`src/rtl/apb_gpio_multibank_pkg.sv`:
```
// Shared definitions for the multi-bank APB GPIO controller: register map,
// interrupt mode encoding and bank-count helper.
package apb_gpio_multibank_pkg;

    localparam logic [3:0] REG_DIR      = 4'h0;
    localparam logic [3:0] REG_IN       = 4'h1;
    localparam logic [3:0] REG_OUT      = 4'h2;
    localparam logic [3:0] REG_OUTSET   = 4'h3;
    localparam logic [3:0] REG_OUTCLR   = 4'h4;
    localparam logic [3:0] REG_OUTTGL   = 4'h5;
    localparam logic [3:0] REG_INTEN    = 4'h6;
    localparam logic [3:0] REG_INTTYPE0 = 4'h7;
    localparam logic [3:0] REG_INTTYPE1 = 4'h8;
    localparam logic [3:0] REG_INTANY   = 4'h9;
    localparam logic [3:0] REG_INTSTAT  = 4'hA;
    localparam logic [3:0] REG_DBEN     = 4'hB;

    // Word address (PADDR[11:2]) of the global debounce prescaler, byte offset 0xFC0
    localparam logic [9:0] DBPRESC_WADDR = 10'h3F0;

    typedef enum logic [1:0] {
        LEV1 = 2'b00,
        LEV0 = 2'b01,
        RISE = 2'b10,
        FALL = 2'b11
    } int_mode_e;

    function automatic int num_banks(input int n);
        return (n + 31) / 32;
    endfunction

endpackage

```
`src/rtl/gpio_debounce.sv`:
```
// Vectorised per-pin debouncer. With enable low the synchronised level passes
// straight through; with enable high a change is accepted after DB_SAMPLES ticks.
module gpio_debounce #(
    parameter int WIDTH      = 32,
    parameter int DB_SAMPLES = 4
) (
    input  logic             clk,
    input  logic             rst_n,
    input  logic [WIDTH-1:0] sync_in,
    input  logic [WIDTH-1:0] en,
    input  logic             tick,
    output logic [WIDTH-1:0] level_d,
    output logic [WIDTH-1:0] level_q
);

    localparam int CNT_W = $clog2(DB_SAMPLES + 1);

    logic [WIDTH-1:0][CNT_W-1:0] cnt_q, cnt_d;

    // A pin has one possible candidate (the opposite of the accepted level), so the
    // run of matching samples restarts whenever the input falls back to the level.
    always_comb begin
        cnt_d   = cnt_q;
        level_d = level_q;
        for (int i = 0; i < WIDTH; i++) begin
            if (!en[i]) begin
                cnt_d[i]   = '0;
                level_d[i] = sync_in[i];
            end else if (sync_in[i] == level_q[i]) begin
                cnt_d[i] = '0;
            end else if (tick) begin
                if (cnt_q[i] >= CNT_W'(DB_SAMPLES - 1)) begin
                    cnt_d[i]   = '0;
                    level_d[i] = sync_in[i];
                end else begin
                    cnt_d[i] = cnt_q[i] + 1'b1;
                end
            end
        end
    end

    always_ff @(posedge clk or negedge rst_n) begin
        if (!rst_n) begin
            cnt_q   <= '0;
            level_q <= '0;
        end else begin
            cnt_q   <= cnt_d;
            level_q <= level_d;
        end
    end

endmodule

```
`src/rtl/apb_gpio_multibank.sv`:
```
// APB GPIO controller with 32-bit banks: atomic output updates, sticky W1C
// interrupts with level/edge/any-edge modes, optional debounce, per-bank IRQ.
module apb_gpio_multibank
    import apb_gpio_multibank_pkg::*;
#(
    parameter int APB_ADDR_WIDTH = 12,
    parameter int NUM_GPIO       = 64,
    parameter int NUM_SYNC       = 2,
    parameter int DB_SAMPLES     = 4
) (
    input  logic                          HCLK,
    input  logic                          HRESETn,
    input  logic [APB_ADDR_WIDTH-1:0]     PADDR,
    input  logic [31:0]                   PWDATA,
    input  logic                          PWRITE,
    input  logic                          PSEL,
    input  logic                          PENABLE,
    output logic [31:0]                   PRDATA,
    output logic                          PREADY,
    output logic                          PSLVERR,
    input  logic [NUM_GPIO-1:0]           gpio_in,
    output logic [NUM_GPIO-1:0]           gpio_out,
    output logic [NUM_GPIO-1:0]           gpio_dir,
    output logic [num_banks(NUM_GPIO)-1:0] interrupt
);

    localparam int NB = num_banks(NUM_GPIO);
    localparam int W  = NB * 32;
    localparam logic [W-1:0] PIN_MASK = {W{1'b1}} >> (W - NUM_GPIO);

    logic [NUM_SYNC-1:0][W-1:0] sync_q, sync_d;
    logic [W-1:0] dir_q, dir_d, out_q, out_d, inten_q, inten_d;
    logic [W-1:0] type0_q, type0_d, type1_q, type1_d, any_q, any_d;
    logic [W-1:0] stat_q, stat_d, dben_q, dben_d;
    logic [15:0]  presc_q, presc_d, pcnt_q, pcnt_d;
    logic [NB-1:0] irq_q, irq_d;

    logic [W-1:0] gin_pad, in_q, in_d, rise, fall, cond, w1c;
    logic [31:0]  wd;
    logic         access, wr_en, is_presc, mapped, tick, unused_addr;
    logic [5:0]   bank_idx;
    logic [3:0]   reg_idx;

    assign access   = PSEL & PENABLE;
    assign bank_idx = PADDR[11:6];
    assign reg_idx  = PADDR[5:2];
    assign is_presc = (PADDR[11:2] == DBPRESC_WADDR);
    assign mapped   = is_presc | ((int'(bank_idx) < NB) & (reg_idx <= REG_DBEN));
    assign wr_en    = access & PWRITE & mapped;
    assign PSLVERR  = access & ~mapped;
    assign PREADY   = 1'b1;
    assign unused_addr = ^PADDR;

    assign gin_pad = W'(gpio_in);
    assign tick    = (pcnt_q >= presc_q);
    assign pcnt_d  = tick ? 16'h0 : pcnt_q + 16'h1;

    always_comb begin
        sync_d    = sync_q;
        sync_d[0] = gin_pad;
        for (int k = 1; k < NUM_SYNC; k++) sync_d[k] = sync_q[k-1];
    end

    gpio_debounce #(.WIDTH(W), .DB_SAMPLES(DB_SAMPLES)) u_debounce (
        .clk     (HCLK),
        .rst_n   (HRESETn),
        .sync_in (sync_q[NUM_SYNC-1]),
        .en      (dben_q),
        .tick    (tick),
        .level_d (in_d),
        .level_q (in_q)
    );

    // Edges are judged on the cycle the accepted level changes, so status sets
    // on the same edge that IN updates.
    assign rise = in_d & ~in_q;
    assign fall = ~in_d & in_q;

    always_comb begin
        cond = '0;
        for (int i = 0; i < W; i++) begin
            if (any_q[i]) begin
                cond[i] = rise[i] | fall[i];
            end else begin
                case (int_mode_e'({type1_q[i], type0_q[i]}))
                    LEV1: cond[i] = in_d[i];
                    LEV0: cond[i] = ~in_d[i];
                    RISE: cond[i] = rise[i];
                    FALL: cond[i] = fall[i];
                endcase
            end
        end
    end

    always_comb begin
        dir_d   = dir_q;
        out_d   = out_q;
        inten_d = inten_q;
        type0_d = type0_q;
        type1_d = type1_q;
        any_d   = any_q;
        dben_d  = dben_q;
        presc_d = presc_q;
        w1c     = '0;
        wd      = '0;
        if (wr_en && is_presc) presc_d = PWDATA[15:0];
        for (int b = 0; b < NB; b++) begin
            if (wr_en && !is_presc && int'(bank_idx) == b) begin
                wd = PWDATA & PIN_MASK[b*32 +: 32];
                case (reg_idx)
                    REG_DIR:      dir_d[b*32 +: 32]   = wd;
                    REG_OUT:      out_d[b*32 +: 32]   = wd;
                    REG_OUTSET:   out_d[b*32 +: 32]   = out_q[b*32 +: 32] | wd;
                    REG_OUTCLR:   out_d[b*32 +: 32]   = out_q[b*32 +: 32] & ~wd;
                    REG_OUTTGL:   out_d[b*32 +: 32]   = out_q[b*32 +: 32] ^ wd;
                    REG_INTEN:    inten_d[b*32 +: 32] = wd;
                    REG_INTTYPE0: type0_d[b*32 +: 32] = wd;
                    REG_INTTYPE1: type1_d[b*32 +: 32] = wd;
                    REG_INTANY:   any_d[b*32 +: 32]   = wd;
                    REG_INTSTAT:  w1c[b*32 +: 32]     = wd;
                    REG_DBEN:     dben_d[b*32 +: 32]  = wd;
                    default: ;
                endcase
            end
        end
        // A new event wins over a software clear landing on the same edge
        stat_d = (stat_q & ~w1c) | (inten_q & cond & PIN_MASK);
        for (int b = 0; b < NB; b++) irq_d[b] = |stat_q[b*32 +: 32];
    end

    always_comb begin
        PRDATA = '0;
        if (access && !PWRITE && mapped) begin
            if (is_presc) begin
                PRDATA = {16'h0, presc_q};
            end else begin
                for (int b = 0; b < NB; b++) begin
                    if (int'(bank_idx) == b) begin
                        case (reg_idx)
                            REG_DIR:      PRDATA = dir_q[b*32 +: 32];
                            REG_IN:       PRDATA = in_q[b*32 +: 32];
                            REG_OUT:      PRDATA = out_q[b*32 +: 32];
                            REG_INTEN:    PRDATA = inten_q[b*32 +: 32];
                            REG_INTTYPE0: PRDATA = type0_q[b*32 +: 32];
                            REG_INTTYPE1: PRDATA = type1_q[b*32 +: 32];
                            REG_INTANY:   PRDATA = any_q[b*32 +: 32];
                            REG_INTSTAT:  PRDATA = stat_q[b*32 +: 32];
                            REG_DBEN:     PRDATA = dben_q[b*32 +: 32];
                            default:      PRDATA = '0;
                        endcase
                    end
                end
            end
        end
    end

    always_ff @(posedge HCLK or negedge HRESETn) begin
        if (!HRESETn) begin
            sync_q  <= '0;
            dir_q   <= '0;
            out_q   <= '0;
            inten_q <= '0;
            type0_q <= '0;
            type1_q <= '0;
            any_q   <= '0;
            stat_q  <= '0;
            dben_q  <= '0;
            presc_q <= '0;
            pcnt_q  <= '0;
            irq_q   <= '0;
        end else begin
            sync_q  <= sync_d;
            dir_q   <= dir_d;
            out_q   <= out_d;
            inten_q <= inten_d;
            type0_q <= type0_d;
            type1_q <= type1_d;
            any_q   <= any_d;
            stat_q  <= stat_d;
            dben_q  <= dben_d;
            presc_q <= presc_d;
            pcnt_q  <= pcnt_d;
            irq_q   <= irq_d;
        end
    end

    assign gpio_out  = out_q[NUM_GPIO-1:0];
    assign gpio_dir  = dir_q[NUM_GPIO-1:0];
    assign interrupt = irq_q;

endmodule

```
`config.mk`:
```
export PLATFORM = sky130hd
export DESIGN_NAME = apb_gpio_multibank
export DESIGN_NICKNAME = d
export VERILOG_FILES = /design/src/rtl/apb_gpio_multibank_pkg.sv /design/src/rtl/gpio_debounce.sv /design/src/rtl/apb_gpio_multibank.sv
export SDC_FILE = /design/constraint.sdc
export NUM_CORES = 2
export LEC_CHECK = 0
export ABC_CLOCK_PERIOD_IN_PS = 9700
export CORE_MARGIN = 3
export CORE_UTILIZATION = 65
export CTS_CLUSTER_DIAMETER = 100
export DETAILED_ROUTE_END_ITERATION = 6
export DONT_BUFFER_PORTS = 1
export PLACE_DENSITY = 0.81
export REMOVE_ABC_BUFFERS = 1
export SLEW_MARGIN = 10
export SYNTH_ARGS = -nofsm -noshare
export SYNTH_HDL_FRONTEND = slang
export SYNTH_SLANG_ARGS = --single-unit
```
`constraint.sdc`:
```
create_clock -name HCLK -period 9.7 [get_ports HCLK]
set_input_delay 0 -clock HCLK [delete_from_list [all_inputs] [get_ports HCLK]]
set_output_delay 0 -clock HCLK [all_outputs]
set_load 0.05 [all_outputs]
```
==> qor.csv <==
stage;metric;value;unit
yosys;Cell variety after synth;62;
drt;WL per Instance;24.78;um
drt;Initial DRC Count;5342;
layout;Area growth syn-to-layout;11.16;%
global_routing;total grt overflow;0;
setup_path;kind of critical path;reg2reg;
setup_path;critical path arrival;5.88;ns
sta;Max Slew Vio Count;387;
drt;# DRC;0;
sta;Final Skew;0.02492;ns
placement;Port Buffers;0;
setup_path;largest stage delay on the critical path;0.67;ns
sta;Slew Limit Headroom;-0.7259;
outcome;status;finished with violations;
yosys;top_reg_cell synth;dfrtp_1;
cts;Max Root-Sink Buffers;3;
setup_path;CP max-delay cell;buf_4;
sta;final setup violation count;0;
yosys;Post-synth top cells;930 x dfrtp_1, 568 x nand2_1, 401 x ha_1;
cts;Clock transition at path regs;0.06;ns
pwr;pwr/cell area;146.6;nW/um^2
global_routing;first-pass GRT wire length;241000;um
cts;Setup Buffers After CTS;0;
drt;vias;43400;
job;max cap viols;0;
floorplan;I/O Pins;277;
outcome;failing checks;hold timing, slew limit;
cts;CTS tree;built;
cts;Skew-Pair Late Insertion Delay;0.68;ns
sta;crit path time final;5.329;ns
placement;Placer Congestion;0.9047;
layout;Storage cell area;23270;sq um
layout;Fillers;5411;
drt;antenna viol nets, final;0;
setup_path;Max FO, Critical Path;165;
drt;DRT Wirelength;157100;um
worst_hold_path;Worst Hold Class;in2async;
sta;setup TNS;0;ns
floorplan;num rows;101;
yosys;register area share after synthesis;0.4580;
placement;post-DP HPWL;93620;um
pwr;worst-case vdd ir drop;0.0001524;V
yosys;post-synth top area cell;dfrtp_1;
pwr;Power Total;0.008277;W
cts;# clock sinks;930;
cts;cts bufs inserted;98;
yosys;share of the synthesized area in the top cell type;0.4580;
yosys;most frequent cell after synthesis;dfrtp_1;
placement;Area after DPL;51400;sq um
setup_path;CP top delay family;buffers and inverters;
global_routing;gr usage total;0.3776;
layout;share of cells above drive strength 1;0.09674;
layout;Cell Count, Final, Fillers Out;6339;
floorplan;Die Area;81560;sq um
sta;Tcrit/Tclk final;0.5494;
drt;vias per cell;6.847;
layout;area of the multi-input gates;25140;sq um
global_routing;vias in the first global route;42210;
cts;Root Driver;clkbuf_16;
yosys;Post-Syn Area;50810;sq um
setup_path;setup slack, reg-to-reg;4.37;ns
floorplan;Initial Util;0.6624;
sta;highest clock rate;187.6;MHz
floorplan;Core Area;76710;sq um
layout;nets;5742;
yosys;Async SR Flop Fraction;1.000;
sta;Final Hold Vio Count;930;
yosys;Syn Inst Count;5218;
setup_path;required time worst endpoint;10.25;ns
cts;htree depth;3;
layout;Finished Cell Area;56480;sq um
setup_path;worst path cell trace;ha_1, a211oi_1, o21ai_1, a211oi_4, buf_4, o21a_4, buf_12, buf_4, a21oi_1, mux2i_1, inv_1, ha_1, mux2_2, nand2_1, mux2i_1, a22oi_1, o21ai_1;
sta;Slew @ Worst Pin;2.589;ns
cts;# hold bufs at CTS;179;
floorplan;Die X;285.6;um
floorplan;Die Span Y;285.6;um
yosys;Yosys warning count;0;
setup_path;crit path buf inv count;4;
sta;RSZ-0062 raised after global routing;no;
global_routing;initial antenna violation count;7;
cts;post-cts resize count;0;
drt;drt pass-1 iters;6;
yosys;top cells by area, synth;dfrtp_1 46%, ha_1 9.9%, mux2_2 4.6%;
yosys;Syn Area/Cell;9.737;sq um
yosys;#FFs+latches synth;930;
global_routing;largest net degree at the start of global routing;931;
pwr;Pleak;25.48;nW
sta;Min Hold Slack;-0.9643;ns
yosys;Post-synth EDFFs;0;
setup_path;CP Capture Type;register;
setup_path;startpoint types;register;
placement;placed instance count;5979;
## worst reg2reg max path, stage by stage (launching register included)
cell      delay (ns)
dfrtp_1         0.46
ha_1            0.33
a211oi_1        0.20
o21ai_1         0.15
a211oi_4        0.25
buf_4           0.67
o21a_4          0.27
buf_12          0.55
buf_4           0.71
a21oi_1         0.22
mux2i_1         0.37
inv_1           0.13
ha_1            0.19
mux2_2          0.26
nand2_1         0.07
mux2i_1         0.07
a22oi_1         0.21
o21ai_1         0.10
## logic make-up after synthesis
kind of cell,Yosys count,synth area share
xor+xnor,80,0.01379
compound gates,1466,0.1960
fa+ha+maj,401,0.09875
flops,930,0.4580
buf+inv,653,0.05203
mux,240,0.05245
other cells,1,0.00007381
simple gates,1447,0.1288
## power breakdown
group	internal [W]	leakage [nW]	total (W)	switching, W
combinational	0.000154	11.8	0.000399	0.000245
sequential	0.00393	12.1	0.00402	0.0000898
clock	0.00224	1.61	0.00385	0.00161
## sequential cells by signal, indices dropped and copies added, names as in the netlist
| name | flops |
|---|---|
| any_q | 64 |
| dben_q | 64 |
| gpio_dir | 64 |
| gpio_out | 64 |
| inten_q | 64 |
| interrupt | 2 |
| pcnt_q | 16 |
| presc_q | 16 |
| stat_q | 64 |
| sync_d | 64 |
| sync_q | 64 |
| type0_q | 64 |
| type1_q | 64 |
| u_debounce.cnt_q | 192 |
| u_debounce.level_q | 64 |
## worst paths after layout
kind | from | endpoint | cells past startpoint
max | pcnt_q[2]$_DFF_PN0_ | stat_q[28]$_DFF_PN0_ | 17
min | HRESETn | u_debounce.cnt_q[165]$_DFFE_PN0P_ | 0
max reg2reg | pcnt_q[2]$_DFF_PN0_ | stat_q[28]$_DFF_PN0_ | 17
min reg2reg | sync_d[84]$_DFF_PN0_ | sync_q[84]$_DFF_PN0_ | 0
max in group asynchronous | HRESETn | sync_d[121]$_DFF_PN0_ | 0
min in group HCLK | PADDR[7] | stat_q[31]$_DFF_PN0_ | 6
## cell type report
cell class / instances / area share
tap: 1030 / 0.02282
multi-input combinational: 3635 / 0.4451
inverter: 317 / 0.02107
timing repair buffer: 246 / 0.04085
clock buffer: 134 / 0.04920
sequential: 930 / 0.4121
clock inverter: 41 / 0.008640
antenna: 6 / 0.0002659
## layout by cell type (no fill, tap or decap), types with 36 or more instances in the layout
| master | instances |
|---|---|
| ha_1 | 401 |
| nand2_1 | 560 |
| nor3b_1 | 36 |
| a211oi_1 | 70 |
| a31oi_1 | 213 |
| o31a_1 | 36 |
| a21oi_1 | 232 |
| nand3_1 | 117 |
| a32oi_1 | 52 |
| xnor2_1 | 68 |
| nor3_1 | 116 |
| o21ai_0 | 327 |
| nor2b_1 | 44 |
| buf_4 | 66 |
| inv_1 | 317 |
| clkbuf_16 | 99 |
| dfrtp_1 | 930 |
| mux2_2 | 206 |
| a22oi_1 | 106 |
| dlygate4sd3_1 | 179 |
| a22o_1 | 80 |
| nor2_1 | 358 |
| and3_1 | 93 |
| a221oi_1 | 113 |
## routing by layer
layer  GRT usage  part of all wire  vias up
met4      0.2030             0.063        2
met1      0.4779              0.37    21220
met2      0.5950              0.45     2532
met5           0          0.000083        -
met3      0.1016              0.12      660
li1            -                 -    18990
## metrics by stage
step	utilization	hold WS (ns)	setup WS [ns]
6_report	0.7363	-0.9643	4.371
5_1_grt	0.7361	-0.9908	4.153
4_1_cts	0.7361	-0.9657	4.444
3_5_place_dp	0.6701	-0.2545	4.559
3_3_place_gp	0.6701	-0.2512	4.725
2_1_floorplan	-	-0.2956	-1.424
No activity file was read; power rests on OpenSTA's default activity.
